$ cat config.mk
export PLATFORM = sky130hd
export DESIGN_NAME = fas_arb2
export DESIGN_NICKNAME = d
export VERILOG_FILES = /design/src/rtl/fas_arb2.sv
export SDC_FILE = /design/constraint.sdc
export NUM_CORES = 1
export LEC_CHECK = 0
export ABC_AREA = 1
export BUFFER_PORTS_ARGS = -buffer_cell sky130_fd_sc_hd__buf_2
export CELL_PAD_IN_SITES_DETAIL_PLACEMENT = 1
export CELL_PAD_IN_SITES_GLOBAL_PLACEMENT = 2
export CORE_ASPECT_RATIO = 1.5
export CORE_MARGIN = 1
export CORE_UTILIZATION = 29
export CTS_CLUSTER_DIAMETER = 100
export DETAILED_ROUTE_END_ITERATION = 16
export PLACE_DENSITY_LB_ADDON = 0.12
export SLEW_MARGIN = 20
export SYNTH_ARGS = -nofsm -noshare
export SYNTH_HDL_FRONTEND = slang
export SYNTH_SLANG_ARGS = --single-unit
$ cat constraint.sdc
create_clock -name clk -period 5.4 [get_ports clk]
set_input_delay 1.35 -clock clk [delete_from_list [all_inputs] [get_ports clk]]
set_output_delay 1.35 -clock clk [all_outputs]
set_load 0.01 [all_outputs]
$ cat src/rtl/fas_arb2.sv
// fas_arb2: two-requester round-robin arbiter and 2-stage pipeline around the shared 8-bit add/sub unit
module fas_addsub8 (
  input  logic [7:0] x,
  input  logic [7:0] yo,
  input  logic       cin,
  output logic [7:0] res,
  output logic       co
);
  logic [8:0] s;
  assign s   = {1'b0, x} + {1'b0, yo ^ {8{cin}}} + {8'd0, cin};
  assign res = s[7:0];
  assign co  = s[8] ^ cin;
endmodule

module fas_arb2 #(
  parameter int RESET_PRIO = 0
) (
  input  logic       clk,
  input  logic       rst,
  input  logic [1:0] req_valid,
  output logic [1:0] req_ready,
  input  logic [7:0] req_x0,
  input  logic [7:0] req_y0,
  input  logic       req_sub0,
  input  logic [7:0] req_x1,
  input  logic [7:0] req_y1,
  input  logic       req_sub1,
  output logic       resp_valid,
  output logic       resp_id,
  output logic [7:0] resp_res,
  output logic       resp_co,
  output logic       resp_ovf,
  output logic       resp_zero
);
  logic       prio;
  logic [1:0] grant;
  logic       hs;
  logic       gid;
  logic       s1_valid;
  logic       s1_id;
  logic [7:0] s1_x;
  logic [7:0] s1_y;
  logic       s1_sub;
  logic [7:0] sum;
  logic       co;
  logic       ovf;
  // A lone requester always wins; on contention the prio holder wins
  always_comb begin
    grant[0]  = req_valid[0] & (~req_valid[1] | ~prio);
    grant[1]  = req_valid[1] & (~req_valid[0] | prio);
    req_ready = rst ? 2'b00 : grant;
    hs        = |req_ready;
    gid       = req_ready[1];
  end
  // Priority passes to the loser of each handshake
  always_ff @(posedge clk)
    if (rst) prio <= 1'(RESET_PRIO);
    else if (hs) prio <= ~gid;
  // Issue register captures the granted operation
  always_ff @(posedge clk) begin
    if (rst) begin
      s1_valid <= 1'b0;
      s1_id    <= 1'b0;
      s1_x     <= 8'd0;
      s1_y     <= 8'd0;
      s1_sub   <= 1'b0;
    end else begin
      s1_valid <= hs;
      if (hs) begin
        s1_id  <= gid;
        s1_x   <= gid ? req_x1 : req_x0;
        s1_y   <= gid ? req_y1 : req_y0;
        s1_sub <= gid ? req_sub1 : req_sub0;
      end
    end
  end
  fas_addsub8 u_alu (
    .x   (s1_x),
    .yo  (s1_y),
    .cin (s1_sub),
    .res (sum),
    .co  (co)
  );
  // Signed overflow: operand signs that should agree (add) or differ (sub), result sign flipped
  always_comb
    ovf = ((s1_x[7] ^ s1_y[7]) == s1_sub) & (sum[7] != s1_x[7]);
  // Response register; data fields hold between results
  always_ff @(posedge clk) begin
    if (rst) begin
      resp_valid <= 1'b0;
      resp_id    <= 1'b0;
      resp_res   <= 8'd0;
      resp_co    <= 1'b0;
      resp_ovf   <= 1'b0;
      resp_zero  <= 1'b0;
    end else begin
      resp_valid <= s1_valid;
      if (s1_valid) begin
        resp_id   <= s1_id;
        resp_res  <= sum;
        resp_co   <= co;
        resp_ovf  <= ovf;
        resp_zero <= sum == 8'd0;
      end
    end
  end
endmodule
==> metrics.sh, run 1 <==
TRITONCTS='yes'
ROUTE.DETAILED.WL_PER_INST_UM=12.60
ROUTE.DETAILED.DRC=0
OUTCOME='finished, final reports clean'
R2R.WORST_PATH.CELLS=9
REG2REG_FROM='s1_sub'
WORST_HOLD_PATH.ENDPOINT='resp_zero'
TIMING.RR.END='resp_zero'
HOLDPATHSTAGES=2
MAXIMUM_NUMBER_OF_PINS_ON_ONE_NET_BEFORE_GLOBAL_ROUTE_REPAIR=23
MOSTFREQUENTLAYOUTCELLS='sky130_fd_sc_hd__nand2_1 (81), sky130_fd_sc_hd__buf_2 (52), sky130_fd_sc_hd__dfxtp_1 (33)'
SYNTH.LARGEST_AREA_CELL='sky130_fd_sc_hd__dfxtp_1'
IOS=53
INITIAL_DRT_MARKERS=53
WORSTPATHARRIVAL_NS=2.69
MAXSLEWVIOLCOUNT=0
SYN_AREA_PER_CELL_UM2=6.847
SYNTH.YOSYS.SEQ_AREA_SHARE=0.3534
DESIGN.CORE.AREA_UM2=6175
FIRST_PASS_GRT_WIRE_LENGTH_UM=8687
SETUP_TNS_NS=0
CLKLATENCYLATEPIN_NS=0.28
RSZ_0062_RAISED_AFTER_GLOBAL_ROUTING='no'
DIE_W_UM=67.56
END_KIND='output port'
DESIGN.DIE.AREA_UM2=6778
YS_WARN_COUNT=0
SYN_TO_FINAL_GROWTH_PCT=20.75
DIEHEIGHT_UM=100.3
FINISH.CELL_COUNT_WITHOUT_FILLERS=397
DP_HPWL_UM=3964
START_UTIL=0.3027
MAPPEDNETLISTAREA_UM2=1869
TIMING.FINAL.CRIT_SHARE=0.7486
TRACK_USAGE=0.1696
ANTENNA_FOUND_INITIAL=0
FP-ROW-COUNT=35
FINALNETCOUNT=370
SYNTH_FP_NETS=320
POST_CTS_RESIZED=0
POWER_DENSITY_nW_PER_UM2=287.2
VIA_COUNT=1816
WORST-ENDPOINT-REQUIRED_NS=4.05
FINAL_AREA_UM2=2257
FIN_WORST_SKEW_NS=0.001894
AVGVIACOUNTPERCELL=4.574
DRT.ANTENNA.VIOLATING_NETS=0
SHARE_OF_FLIP_FLOPS_WITH_AN_ASYNCHRONOUS_SET_OR_RESET_AFTER_SYNTHESIS=0
DRT_WL_TOTAL_UM=5002
CLOCK-ROOT-BUFFER='sky130_fd_sc_hd__clkbuf_8'
PLACED_AREA_UM2=2171
DPL.CELL_COUNT=390
GLOBALPLACE.CONGESTION=0.7437
HOLD_PATH_ORIGIN='resp_zero'
DRIVE_ABOVE_1_SHARE=0.2353
CLK_PIN_SLEW_WORST_PATHS_NS=0.07
TOTALPOWERFINAL_uW=648.3
CRITICAL_PATH.STARTPOINT_TYPE='input port'
NUMBER_OF_ENABLE_TYPE_REGISTER_CELLS_IN_THE_SYNTHESIZED_NETLIST=0
LAYOUT_COMMONEST_CELL='sky130_fd_sc_hd__nand2_1'
NETLIST_INSTANCES=273
GRT_REMAINING_OVERFLOW=0
SYNTH.LIB_CELLS_USED.DISTINCT=24
CRIT_TYPE='in -> out'
MAXIMUM_ROOT_TO_SINK_BUFFER_COUNT=2
CLOCK_NET_SINK_COUNT=33
RRSETUPSLACK_NS=3.14
CTS_MAX_LEVEL=2
WORSTHOLDPATHTYPE='reg -> reg'
YS_FF_LATCH=33
CTS_SETUP_BUFFERS=0
POSTSYNTH.TOPFLOPCELL='sky130_fd_sc_hd__dfxtp_1'
PEAKVDDDROP_mV=0.1008
STATIC_POWER_DUE_TO_LEAKAGE_nW=1.192
PORT_BUFFERS=52
POST_CTS_HOLD_BUFFERS=0
RELSLEWSLACK=0.6036
FMAX_ACHIEVED_MHz=247.4
ANTENNADIODECOUNT=0
FIRST_GLOBAL_VIAS=1897
FIRSTDRTPASSITERS=4
WORSTPATHMAXFANOUT=22
NETLIST_TOP_CELLS_AREA='sky130_fd_sc_hd__dfxtp_1 (35%), sky130_fd_sc_hd__nand2_1 (16%), sky130_fd_sc_hd__inv_1 (5.8%)'
WORST_HOLD_SLACK_NS=0.4647
FINAL-SETUP-VIOL-COUNT=0
FINALHOLDVIOLATIONS=0
WORSTMARGINPINSLEW_NS=0.5938
NETLIST.AREA_LEADER.SHARE=0.3534
CTS-BUFFERS-INSERTED=5
CAP_VIOLATIONS=0
FIN_CRIT_PERIOD_NS=4.042
[layout make-up]
cell class / instances / area (um^2)
fillers: 815 / 3918
multi-input cells: 195 / 1018
flip-flops and latches: 33 / 660.6
repair buffers: 53 / 267.8
inverters: 35 / 131.4
well taps: 74 / 92.59
clock buffers: 7 / 86.33
[cell usage after synthesis (2+ instances only)]
| library cell | number |
|---|---|
| sky130_fd_sc_hd__dfxtp_1 | 33 |
| sky130_fd_sc_hd__nand2_2 | 4 |
| sky130_fd_sc_hd__o21ai_0 | 13 |
| sky130_fd_sc_hd__nand2_4 | 5 |
| sky130_fd_sc_hd__nand3_1 | 18 |
| sky130_fd_sc_hd__a31oi_1 | 17 |
| sky130_fd_sc_hd__xor2_1 | 7 |
| sky130_fd_sc_hd__a21oi_1 | 4 |
| sky130_fd_sc_hd__nand2_1 | 81 |
| sky130_fd_sc_hd__o211ai_1 | 2 |
| sky130_fd_sc_hd__inv_1 | 29 |
| sky130_fd_sc_hd__clkbuf_1 | 4 |
| sky130_fd_sc_hd__buf_2 | 2 |
| sky130_fd_sc_hd__buf_4 | 3 |
| sky130_fd_sc_hd__nand4_1 | 2 |
| sky130_fd_sc_hd__ha_1 | 8 |
| sky130_fd_sc_hd__inv_2 | 6 |
| sky130_fd_sc_hd__nor2_1 | 29 |
[routing by layer]
layer,up-vias,part of all wire,global-route usage
met3,7,0.030,0.02841
met4,0,0.017,0.06383
met2,37,0.53,0.3069
met5,-,0,0
li1,963,-,-
met1,809,0.42,0.1895
[kinds of logic after synthesis]
| kind of cell | Yosys count | share of synthesized area |
|---|---|---|
| and+or+nand+nor | 139 | 0.3193 |
| buffers and inverters | 45 | 0.1017 |
| xor gates and xnor gates | 8 | 0.03748 |
| DFF | 33 | 0.3534 |
| adders and majority gates | 9 | 0.06426 |
| AOI/OAI and AO/OA | 39 | 0.1238 |
[metrics by stage]
stage,setup slack (ns),util
after floorplan,2.172,-
after global placement,1.340,0.3516
after detailed placement,1.310,0.3516
after CTS,1.308,0.3656
after global routing,1.179,0.3656
final,1.358,0.3656
[report_power, final]
group / internal [mW] / leakage, nW / switching (mW)
Combinational: 0.0688 / 0.876 / 0.107
Sequential: 0.266 / 0.272 / 0.0167
Clock: 0.101 / 0.0443 / 0.0895
Total: 0.436 / 1.19 / 0.213
[worst max-delay path by stage]
stage / start / end / slack, ns / cells after the start
6_report: rst / req_ready[0] / 1.36 / 5
5_1_grt: rst / req_ready[0] / 1.18 / 5
4_1_cts: rst / req_ready[0] / 1.31 / 5
3_5_place_dp: rst / req_ready[0] / 1.31 / 5
3_3_place_gp: rst / req_ready[0] / 1.34 / 5
2_1_floorplan: req_valid[0] / req_ready[1] / 2.17 / 6
[flip-flops by register name (all words and copies together), names as in the netlist]
signal / flops
prio: 1
resp_co: 1
resp_id: 1
resp_ovf: 1
resp_res: 8
resp_valid: 1
resp_zero: 1
s1_id: 1
s1_sub: 1
s1_valid: 1
s1_x: 8
s1_y: 8
[critical path, cell delays in order]
cell and delay [ns]:
sky130_fd_sc_hd__buf_2 0.24, sky130_fd_sc_hd__inv_2 0.29, sky130_fd_sc_hd__nand3_1 0.24, sky130_fd_sc_hd__inv_1 0.35, sky130_fd_sc_hd__buf_2 0.20
(Power assumes the default switching activity.)
==> run 2: changes to the inputs <==
--- a/config.mk
+++ b/config.mk
@@ -11,7 +11,7 @@
 export CELL_PAD_IN_SITES_GLOBAL_PLACEMENT = 2
 export CORE_ASPECT_RATIO = 1.5
 export CORE_MARGIN = 1
-export CORE_UTILIZATION = 29
+export CORE_UTILIZATION = 27
 export CTS_CLUSTER_DIAMETER = 100
 export DETAILED_ROUTE_END_ITERATION = 16
 export PLACE_DENSITY_LB_ADDON = 0.12
==> constraint.sdc (replaced) <==
create_clock -name clk -period 4.1 [get_ports clk]
set_input_delay 1.025 -clock clk [delete_from_list [all_inputs] [get_ports clk]]
set_output_delay 1.025 -clock clk [all_outputs]
set_load 0.01 [all_outputs]
==> metrics.sh, run 2 (synthesized netlist as in run 1, its figures left out) <==
CP_NUM_BUF_INV=4
POWER_DENSITY_nW_PER_UM2=372.2
FILLERINSTANCES=852
VIA_COUNT=1814
MAXSLEWVIOLCOUNT=0
DP_HPWL_UM=4007
WORST-ENDPOINT-REQUIRED_NS=3.07
WORST_SETUP_PATH_ENDPOINT='req_ready[0]'
DRT.ANTENNA.VIOLATING_NETS=0
WORSTPATHARRIVAL_NS=2.11
GRT_REMAINING_OVERFLOW=0
REG2REG_FROM='s1_sub'
WORST_PATH_MAX_DELAY_CELL='sky130_fd_sc_hd__inv_1'
TOTALPOWERFINAL_uW=841.4
MAXIMUM_ROOT_TO_SINK_BUFFER_COUNT=2
FINALHOLDVIOLATIONS=0
PORT_BUFFERS=52
TIMING.FINAL.CRIT_SHARE=0.7646
DESIGN.CORE.AREA_UM2=6576
CRIT_TYPE='in -> out'
CLOCK_NET_SINK_COUNT=33
DELAY_OF_THE_SLOWEST_CELL_ON_THE_WORST_PATH_NS=0.34
INITIAL_DRT_MARKERS=36
POST_CTS_RESIZED=0
IOS=53
ANTENNA_FOUND_INITIAL=0
MOSTFREQUENTLAYOUTCELLS='sky130_fd_sc_hd__nand2_1 (81), sky130_fd_sc_hd__buf_2 (52), sky130_fd_sc_hd__dfxtp_1 (33)'
CTS_MAX_LEVEL=2
TRITONCTS='yes'
FINALNETCOUNT=371
FIN_CRIT_PERIOD_NS=3.135
CAP_VIOLATIONS=0
DIE_W_UM=69.94
SYN_TO_FINAL_GROWTH_PCT=20.95
DRT_WL_TOTAL_UM=5026
ROUTE.DETAILED.DRC=0
CLK_PIN_SLEW_WORST_PATHS_NS=0.07
AVGVIACOUNTPERCELL=4.524
ANTENNADIODECOUNT=0
CRITICAL_PATH.STARTPOINT='rst'
DP_WORST_SETUP_SLACK_NS=0.9245
RRSETUPSLACK_NS=1.86
HOLDPATHSTAGES=2
CLKLATENCYLATEPIN_NS=0.28
SETUP_TNS_NS=0
CLOCK-ROOT-BUFFER='sky130_fd_sc_hd__clkbuf_8'
ROUTE.DETAILED.WL_PER_INST_UM=12.53
CRITICAL_PATH.STARTPOINT_TYPE='input port'
DRIVE_ABOVE_1_SHARE=0.2338
LAYOUT_COMMONEST_CELL='sky130_fd_sc_hd__nand2_1'
OUTCOME='finished, final reports clean'
PEAKVDDDROP_mV=0.1219
WORST_SLACK_NS=0.9653
R2R.WORST_PATH.CELLS=9
WORSTHOLDPATHTYPE='reg -> reg'
DIEHEIGHT_UM=103.9
FP-ROW-COUNT=36
CRIT_FAMILY='buffers and inverters'
CRIT_PATH_FREQUENT_CELL='sky130_fd_sc_hd__buf_2'
FIRSTDRTPASSITERS=4
GLOBALPLACE.CONGESTION=0.7524
DESIGN.DIE.AREA_UM2=7267
TIMING.RR.END='resp_zero'
POST_CTS_HOLD_BUFFERS=0
RELSLEWSLACK=0.5814
CRITICAL_PATH_CELL_COUNT=5
RSZ_0062_RAISED_AFTER_GLOBAL_ROUTING='no'
WORSTMARGINPINSLEW_NS=0.6271
END_KIND='output port'
CRIT_CHAIN='buf_2 -> inv_2 -> nand3_1 -> inv_1 -> buf_2'
TRACK_USAGE=0.1487
CTS_SETUP_BUFFERS=0
LAYOUT_TOP_REGISTERS='resp_res: 8 flops, s1_x: 8 flops, s1_y: 8 flops'
WORSTPATHMAXFANOUT=13
START_UTIL=0.2842
MAXIMUM_NUMBER_OF_PINS_ON_ONE_NET_BEFORE_GLOBAL_ROUTE_REPAIR=22
FMAX_ACHIEVED_MHz=319.0
CTS-BUFFERS-INSERTED=5
FIN_WORST_SKEW_NS=0.003619
FINAL-SETUP-VIOL-COUNT=0
FIRST_GLOBAL_VIAS=1870
STATIC_POWER_DUE_TO_LEAKAGE_nW=1.192
FIRST_PASS_GRT_WIRE_LENGTH_UM=8666
## run 2: changes by cell type in the layout (fill, tap and decap cells not counted)
cell | before | now
sky130_fd_sc_hd__clkbuf_8 | 6 | 5
sky130_fd_sc_hd__clkbuf_1 | 1 | 3
sky130_fd_sc_hd__buf_4 | 1 | 2
## run 2: layout make-up
class,instances,area [um^2],area share
flip-flops and latches,33,660.6,0.2922
multi-input cells,195,1018,0.4505
well taps,76,95.09,0.04206
clock buffers,8,80.08,0.03542
repair buffers,54,275.3,0.1217
inverters,35,131.4,0.05811
## run 2: worst min path at each step
stage,slack (ns),start,endpoint
floorplan,0.46,s1_id,resp_id
global placement,0.45,resp_zero,resp_zero
detailed placement,0.47,resp_zero,resp_zero
CTS,0.48,resp_zero,resp_zero
global route,0.50,resp_zero,resp_zero
finish,0.47,resp_zero,resp_zero
## run 2: report_power, final
group	leakage, nW	internal, mW	switching [mW]
clock network	0.0395	0.121	0.116
logic	0.881	0.0911	0.137
registers	0.272	0.350	0.0260
total	1.19	0.561	0.280
## run 2: worst register-to-register path, delay by kind of cell, from the launching register on
family / cells / cell delay, ns
compound gates: 2 / 0.34
xor+xnor: 1 / 0.26
fa+ha+maj: 1 / 0.31
flops: 1 / 0.69
simple gates: 5 / 0.58
## run 2: routing by layer
layer  GRT usage  routed length (um)
met1      0.1650                2131
met2      0.2809                2706
met3     0.02422                 132
met4     0.04714                  56
met5           0                   0
## run 2: metrics by stage
stage / area, um^2 / hold slack [ns] / std cells / util
after CTS: 2261 / 0.4771 / 401 / 0.3438
after detailed placement: 2181 / 0.4655 / 393 / 0.3316
final: 2261 / 0.4715 / 401 / 0.3438
after global routing: 2261 / 0.5032 / 401 / 0.3438
after global placement: 2181 / 0.4550 / 393 / 0.3316
after floorplan: 1869 / 0.4553 / 273 / -
